==> config.mk <==
export PLATFORM = sky130hd
export DESIGN_NAME = stream_demux_2
export DESIGN_NICKNAME = d
export VERILOG_FILES = /design/src/rtl/stream_demux_2.sv
export SDC_FILE = /design/constraint.sdc
export NUM_CORES = 1
export LEC_CHECK = 0
export ABC_AREA = 1
export CAP_MARGIN = 20
export CORE_MARGIN = 2
export CORE_UTILIZATION = 40
export CTS_BUF_LIST = sky130_fd_sc_hd__clkbuf_16
export DETAILED_ROUTE_END_ITERATION = 16
export GPL_ROUTABILITY_DRIVEN = 1
export SETUP_SLACK_MARGIN = 0.1
export SLEW_MARGIN = 10
export SYNTH_ARGS = -nofsm -noshare
export SYNTH_HDL_FRONTEND = slang
export SYNTH_SLANG_ARGS = --single-unit
==> constraint.sdc <==
create_clock -name clk -period 3.4 [get_ports clk]
set_input_delay 1.02 -clock clk [delete_from_list [all_inputs] [get_ports clk]]
set_output_delay 1.02 -clock clk [all_outputs]
set_load 0.005 [all_outputs]
==> src/rtl/stream_demux_2.sv <==
// Registered 1-to-2 valid/ready stream demultiplexer.
// Each output owns a private 2-entry FIFO; in_ready depends only on in_sel and counts.
package riscv_pkg;
   localparam int XLEN = 32;
endpackage

module stream_demux_2
   import riscv_pkg::*;
#(
   parameter int WIDTH = XLEN
) (
   input  logic             clk,
   input  logic             rst,
   input  logic             in_valid,
   output logic             in_ready,
   input  logic [WIDTH-1:0] in_data,
   input  logic             in_sel,
   output logic             out_0_valid,
   input  logic             out_0_ready,
   output logic [WIDTH-1:0] out_0_data,
   output logic             out_1_valid,
   input  logic             out_1_ready,
   output logic [WIDTH-1:0] out_1_data
);

   logic [WIDTH-1:0] mem0_q [2];
   logic [WIDTH-1:0] mem1_q [2];
   logic             wp0_q, wp0_d, rp0_q, rp0_d;
   logic             wp1_q, wp1_d, rp1_q, rp1_d;
   logic [1:0]       cnt0_q, cnt0_d, cnt1_q, cnt1_d;
   logic             push0, push1, pop0, pop1;

   // Full means full: a same-cycle pop never frees room for a push.
   always_comb begin
      in_ready = 1'b0;
      if (!rst) begin
         in_ready = in_sel ? (cnt1_q != 2'd2) : (cnt0_q != 2'd2);
      end
   end

   assign push0 = in_valid && in_ready && !in_sel;
   assign push1 = in_valid && in_ready && in_sel;
   assign pop0  = out_0_valid && out_0_ready;
   assign pop1  = out_1_valid && out_1_ready;

   assign out_0_valid = (cnt0_q != 2'd0);
   assign out_1_valid = (cnt1_q != 2'd0);
   assign out_0_data  = mem0_q[rp0_q];
   assign out_1_data  = mem1_q[rp1_q];

   always_comb begin
      wp0_d  = wp0_q;
      rp0_d  = rp0_q;
      cnt0_d = cnt0_q;
      if (push0) wp0_d = ~wp0_q;
      if (pop0)  rp0_d = ~rp0_q;
      unique case ({push0, pop0})
         2'b10:   cnt0_d = cnt0_q + 2'd1;
         2'b01:   cnt0_d = cnt0_q - 2'd1;
         default: cnt0_d = cnt0_q;
      endcase
   end

   always_comb begin
      wp1_d  = wp1_q;
      rp1_d  = rp1_q;
      cnt1_d = cnt1_q;
      if (push1) wp1_d = ~wp1_q;
      if (pop1)  rp1_d = ~rp1_q;
      unique case ({push1, pop1})
         2'b10:   cnt1_d = cnt1_q + 2'd1;
         2'b01:   cnt1_d = cnt1_q - 2'd1;
         default: cnt1_d = cnt1_q;
      endcase
   end

   always_ff @(posedge clk) begin
      if (rst) begin
         wp0_q     <= 1'b0;
         rp0_q     <= 1'b0;
         cnt0_q    <= 2'd0;
         wp1_q     <= 1'b0;
         rp1_q     <= 1'b0;
         cnt1_q    <= 2'd0;
         mem0_q[0] <= '0;
         mem0_q[1] <= '0;
         mem1_q[0] <= '0;
         mem1_q[1] <= '0;
      end else begin
         wp0_q  <= wp0_d;
         rp0_q  <= rp0_d;
         cnt0_q <= cnt0_d;
         wp1_q  <= wp1_d;
         rp1_q  <= rp1_d;
         cnt1_q <= cnt1_d;
         if (push0) mem0_q[wp0_q] <= in_data;
         if (push1) mem1_q[wp1_q] <= in_data;
      end
   end

endmodule

Word level (Yosys, flattened, before mapping)
Memory sizes are Yosys's and may differ from the RTL's. A register that Yosys moved wholly into a read port is not among the register bits.
Index checks and enable logic that the tools add are counted.
{ "word_totals": {"ramBits": 128, "mem_count": 2, "input_bits": 38, "wordCells": 56, "ff_bits": 8, "out_inout_bits": 67} }
{ "memory_table": {"columns": ["memory", "words", "width", "rd", "rd_ports_with_merged_regs", "wr", "line", "text"], "rows": [
  ["mem0_q", 2, 32, 1, 1, 2, "26", "logic [WIDTH-1:0] mem0_q [2];"],
  ["mem1_q", 2, 32, 1, 1, 2, "27", "logic [WIDTH-1:0] mem1_q [2];"]
]} }
{ "classes": {"mux": 22, "n_eq_ne": 6, "n_addsub": 4, "n_bitwise": 4, "reduce_logical": 12} }
{ "op_table": {"columns": ["operator", "count"], "rows": [
  ["$mux 32", 2],
  ["$reduce_or 32->1", 2],
  ["$mux 1", 18],
  ["$pmux 2 s2", 2],
  ["$reduce_bool 2->1", 4],
  ["$logic_and 1x1->1", 5],
  ["$add 2x1->2 const B", 2],
  ["$eq 2x1->1 const B", 2],
  ["$eq 2x2->1 const B", 2],
  ["$ne 2x2->1 const B", 2],
  ["$not 1->1", 4],
  ["$sub 2x1->2 const B", 2],
  ["$logic_not 1->1", 1]
]} }

Logic depth before layout (Yosys ltp)
{ "logic_depth": {"ltp_word": 10, "ltp_mapped": 10, "mapped_depth_nobuf": 10} }

Least setup slack after synthesis
OpenSTA, ideal clock, no wires.
{ "synth_timing": {"kind": "input-to-reg", "start": "input port rst", "end": "memory mem1_q[0][0] (netlist name), enable pin", "t_required_ns": 3.011, "arrival_ns": 2.324, "path_slack_ns": 0.687, "path_buffers": 1, "setup_time_ns": 0.389, "stages": 6, "cell_sequence": "inv_1 -> nand4_2 -> nor2_4 -> nand2_4 -> buf_6 -> nand2_1"} }
{ "synth_rtl": {"columns": ["element", "line", "text"], "rows": [
  ["start, declared", "13", "input logic rst,"],
  ["end, declared", "27", null]
]} }

Worst setup path after layout
{ "layout_timing": {"start": "input port rst", "end": "output port in_ready"} }
{ "layout_via": {"elab_chain_len": 1} }
{ "layout_rtl": {"columns": ["element", "line", "text"], "rows": [
  ["$mux 1", "36", "if (!rst) begin"],
  ["end, declared", "15", "output logic in_ready,"]
]} }
No other way between the ends.

==> key figures <==
Setup path
  – Setup slack, reg-to-reg: 1.60 ns
  – Slowest cell on the critical path: clkdlybuf4s50_1
  – Reg2reg start: cnt0_q[0]$_SDFFE_PP0P_
  – Worst R2R Path Depth: 10
  – Crit path DAT: 2.20 ns
  – Largest delay share family, worst path: buffers and inverters
  – Most frequent CP cell: clkdlybuf4s50_1
  – FF-to-FF End: cnt1_q[1]$_SDFFE_PP0P_
  – Critical path depth: 5
  – Startpoint Class: input port
  – Setup crit end: in_ready
  – Crit. End Element: output port
  – CP peak stage delay: 0.50 ns
  – CP Cell Sequence: clkdlybuf4s50_1 > inv_1 > nand2_1 > nor2_4 > clkdlybuf4s50_1
  – Worst setup path startpoint: rst
  – Crit-path max FO: 2
  – Worst Path Buf+Inv: 3
  – Crit Path Category: in2out
  – CP Data Required Time: 2.38 ns

Clocking
  – CTS root buf: clkbuf_16
  – Clk sinks: 138
  – Buffer depth of the longest clock path: 2
  – Clk Latency, worst-skew pair: 0.42 ns
  – CTS Buf Count: 17
  – CTS tree: yes
  – Post-CTS setup buffers: 0
  – H-Tree Depth: 4
  – CTS clock-pin slew for the worst setup and hold paths: 0.06 ns

Global routing
  – Tot GR Track Use: 17.0%
  – Global Route met2 Usage: 28.4%
  – GR Layer Usage met3: 5.19%
  – Congestion Overflow GR: 0
  – Largest net degree at the start of global routing: 34
  – Vias in the first global route: 3,991
  – Initial antenna violation count: 0
  – Layer with the highest usage: met2
  – GR Util met1: 20.8%
  – First-pass GRT wire length: 20.6 mm

STA
  – RSZ-0062 raised after global routing: no
  – Setup TNS: 0 ns
  – Fmax: 311 MHz
  – Final setup vio count: 0
  – Fin. max-slew vios: 0
  – WHS: 0.452 ns
  – Hold Vio Cnt, Final: 0
  – Minimum clock period: 3.22 ns
  – Worst-margin pin slew: 0.584 ns
  – Worst Skew: 0.00536 ns
  – Fin crit share: 94.7%
  – Max-slew headroom: 61.1%

Place
  – Port buffer count: 104
  – Placement Cell Area: 0.00731 sq mm
  – HPWL after detailed placement: 8.13 mm
  – Final Wtd Congestion: 0.754

Detailed routing
  – Routed Antenna Nets: 0
  – 1st-iter DRT viols: 255
  – Wire per inst: 16.8 um
  – Total wire length: 12.8 mm
  – Via density: 4.84
  – First drt pass iteration count: 4
  – Drt drc: 0
  – Detailed-route via count: 3,669

Status
  – Status: finished, final reports clean

Floorplan
  – Die H: 127 um
  – # rows: 44
  – Num ports: 105
  – CORE AREA: 0.0146 sq mm
  – Die Width: 127 um
  – Initial Util: 41.2%
  – DIE AREA: 0.0160 sq mm

Power and ir drop
  – Worst-case vdd ir drop: 314 uV
  – Leak: 3.10 nW
  – Pwr dens: 555 mW/mm^2

Layout
  – Nets: 601
  – Layout area overhead: 31.2%
  – Share of cells above drive strength 1: 27.9%
  – Diode count: 0
  – Finished Cell Area: 0.00789 sq mm

Logic synthesis
  – Mapped cell area: 0.00602 sq mm
  – Post-synthesis area per instance: 13.7 sq um
  – Post-Synthesis Cells: 440
  – Post-synth cell types: 22
  – Synth warnings: 0
  – Flops & latches, synth: 138
  – Seq/Total Area, Yosys: 67.2%
  – Post-Syn Nets: 480

Job
  – Max_cap viols: 0

Hold path
  – Hold WC Path Type: reg2reg
[registers in the layout, indices dropped and copies added (netlist names), named ones only]
register  count
mem0_q       64
wp1_q         1
cnt1_q        2
wp0_q         1
cnt0_q        2
mem1_q       64
rp1_q         1
rp0_q         1
[power breakdown]
group / leakage [nW] / internal (mW) / switching (mW)
Combinational: 1.41 / 0.323 / 0.245
Sequential: 1.41 / 1.95 / 0.0440
Clock: 0.281 / 1.14 / 0.681
[cells in the mapped netlist]
cell	instances	share of area (%)
mux2_2	60	11
nor2_2	24	2.5
nand3_1	1	0.083
buf_6	11	2.1
nor2_1	97	6.1
a21oi_1	11	0.92
nand2_4	3	0.56
buf_8	1	0.25
nor2_4	12	2.2
edfxtp_1	128	64
nand4_4	1	0.35
buf_2	6	0.50
nand3_2	1	0.17
nand2_1	11	0.69
mux2_1	4	0.75
inv_1	41	2.6
o21ai_0	8	0.67
nand4_2	2	0.42
clkbuf_1	3	0.19
dfxtp_1	10	3.3
ha_1	2	0.42
inv_2	3	0.19
[layout by cell type (no fill, tap or decap), drive strengths merged]
cell type and instances:
a21oi 11, buf 19, bufinv 3, clkbuf 17, clkdlybuf4s50 103, clkinv 9
clkinvlp 3, dfxtp 10, dlygate4sd2 1, edfxtp 128, ha 2, inv 44
mux2 64, nand2 14, nand3 2, nand4 3, nor2 133, o21ai 8
[kinds of logic (layout without fill, tap and decap cells)]
kind of cell / after synthesis / after routing / synth area share (%)
adder cells (fa/ha/maj): 2 / 2 / 0.416
flip-flops: 138 / 138 / 67.2
AND/OR/NAND/NOR: 152 / 152 / 13.1
buffers and inverters: 65 / 199 / 5.74
AO/OA/AOI/OAI: 19 / 19 / 1.58
multiplexers: 64 / 64 / 12.0
[metal layers]
layer | share of wire [%] | routed length, um | vias up
li1 | - | - | 1747
met1 | 43 | 5480 | 1834
met2 | 51 | 6510 | 75
met3 | 4.7 | 600 | 13
met4 | 1.4 | 182 | 0
met5 | 0 | 0 | -
[how the worst min path moves through the flow]
stage                             from  cells after the start                 end  slack, ns
floorplan           rp1_q$_SDFFE_PP0P_                      1                flop       0.43
global placement    rp0_q$_SDFFE_PP0P_                      1  rp0_q$_SDFFE_PP0P_       0.44
detailed placement  rp1_q$_SDFFE_PP0P_                      1                flop       0.44
CTS                 rp0_q$_SDFFE_PP0P_                      1                flop       0.45
global route        rp0_q$_SDFFE_PP0P_                      1                flop       0.49
finish              rp0_q$_SDFFE_PP0P_                      1                flop       0.45
[what timing repair did]
action / in CTS / in global routing
setup endpoints to repair: 1 / 0
resized for setup: 1 / 0
endpoints found under the hold margin: 0 / 0
hold buffers: 0 / 0
[stage by stage]
step | setup WS, ns | total power, mW | util [%] | std cells
4_1_cts | 0.168 | 4.42 | 54.1 | 758
2_1_floorplan | 0.687 | 2.28 | - | 440
5_1_grt | 0.121 | 4.55 | 54.1 | 758
3_3_place_gp | 0.0836 | 2.60 | 50.1 | 726
3_5_place_dp | 0.0331 | 2.61 | 50.1 | 726
6_report | 0.180 | 4.38 | 54.1 | 758
[cell type report]
| type | count | area, sq um |
|---|---|---|
| timing repair buffer | 123 | 1230 |
| inverter | 44 | 165 |
| multi-input combinational | 237 | 1640 |
| tap | 184 | 230 |
| sequential | 138 | 4050 |
| fill | 1228 | 6700 |
| clock inverter | 15 | 158 |
| clock buffer | 17 | 425 |
Note: power is estimated with default switching activity, not from simulation.
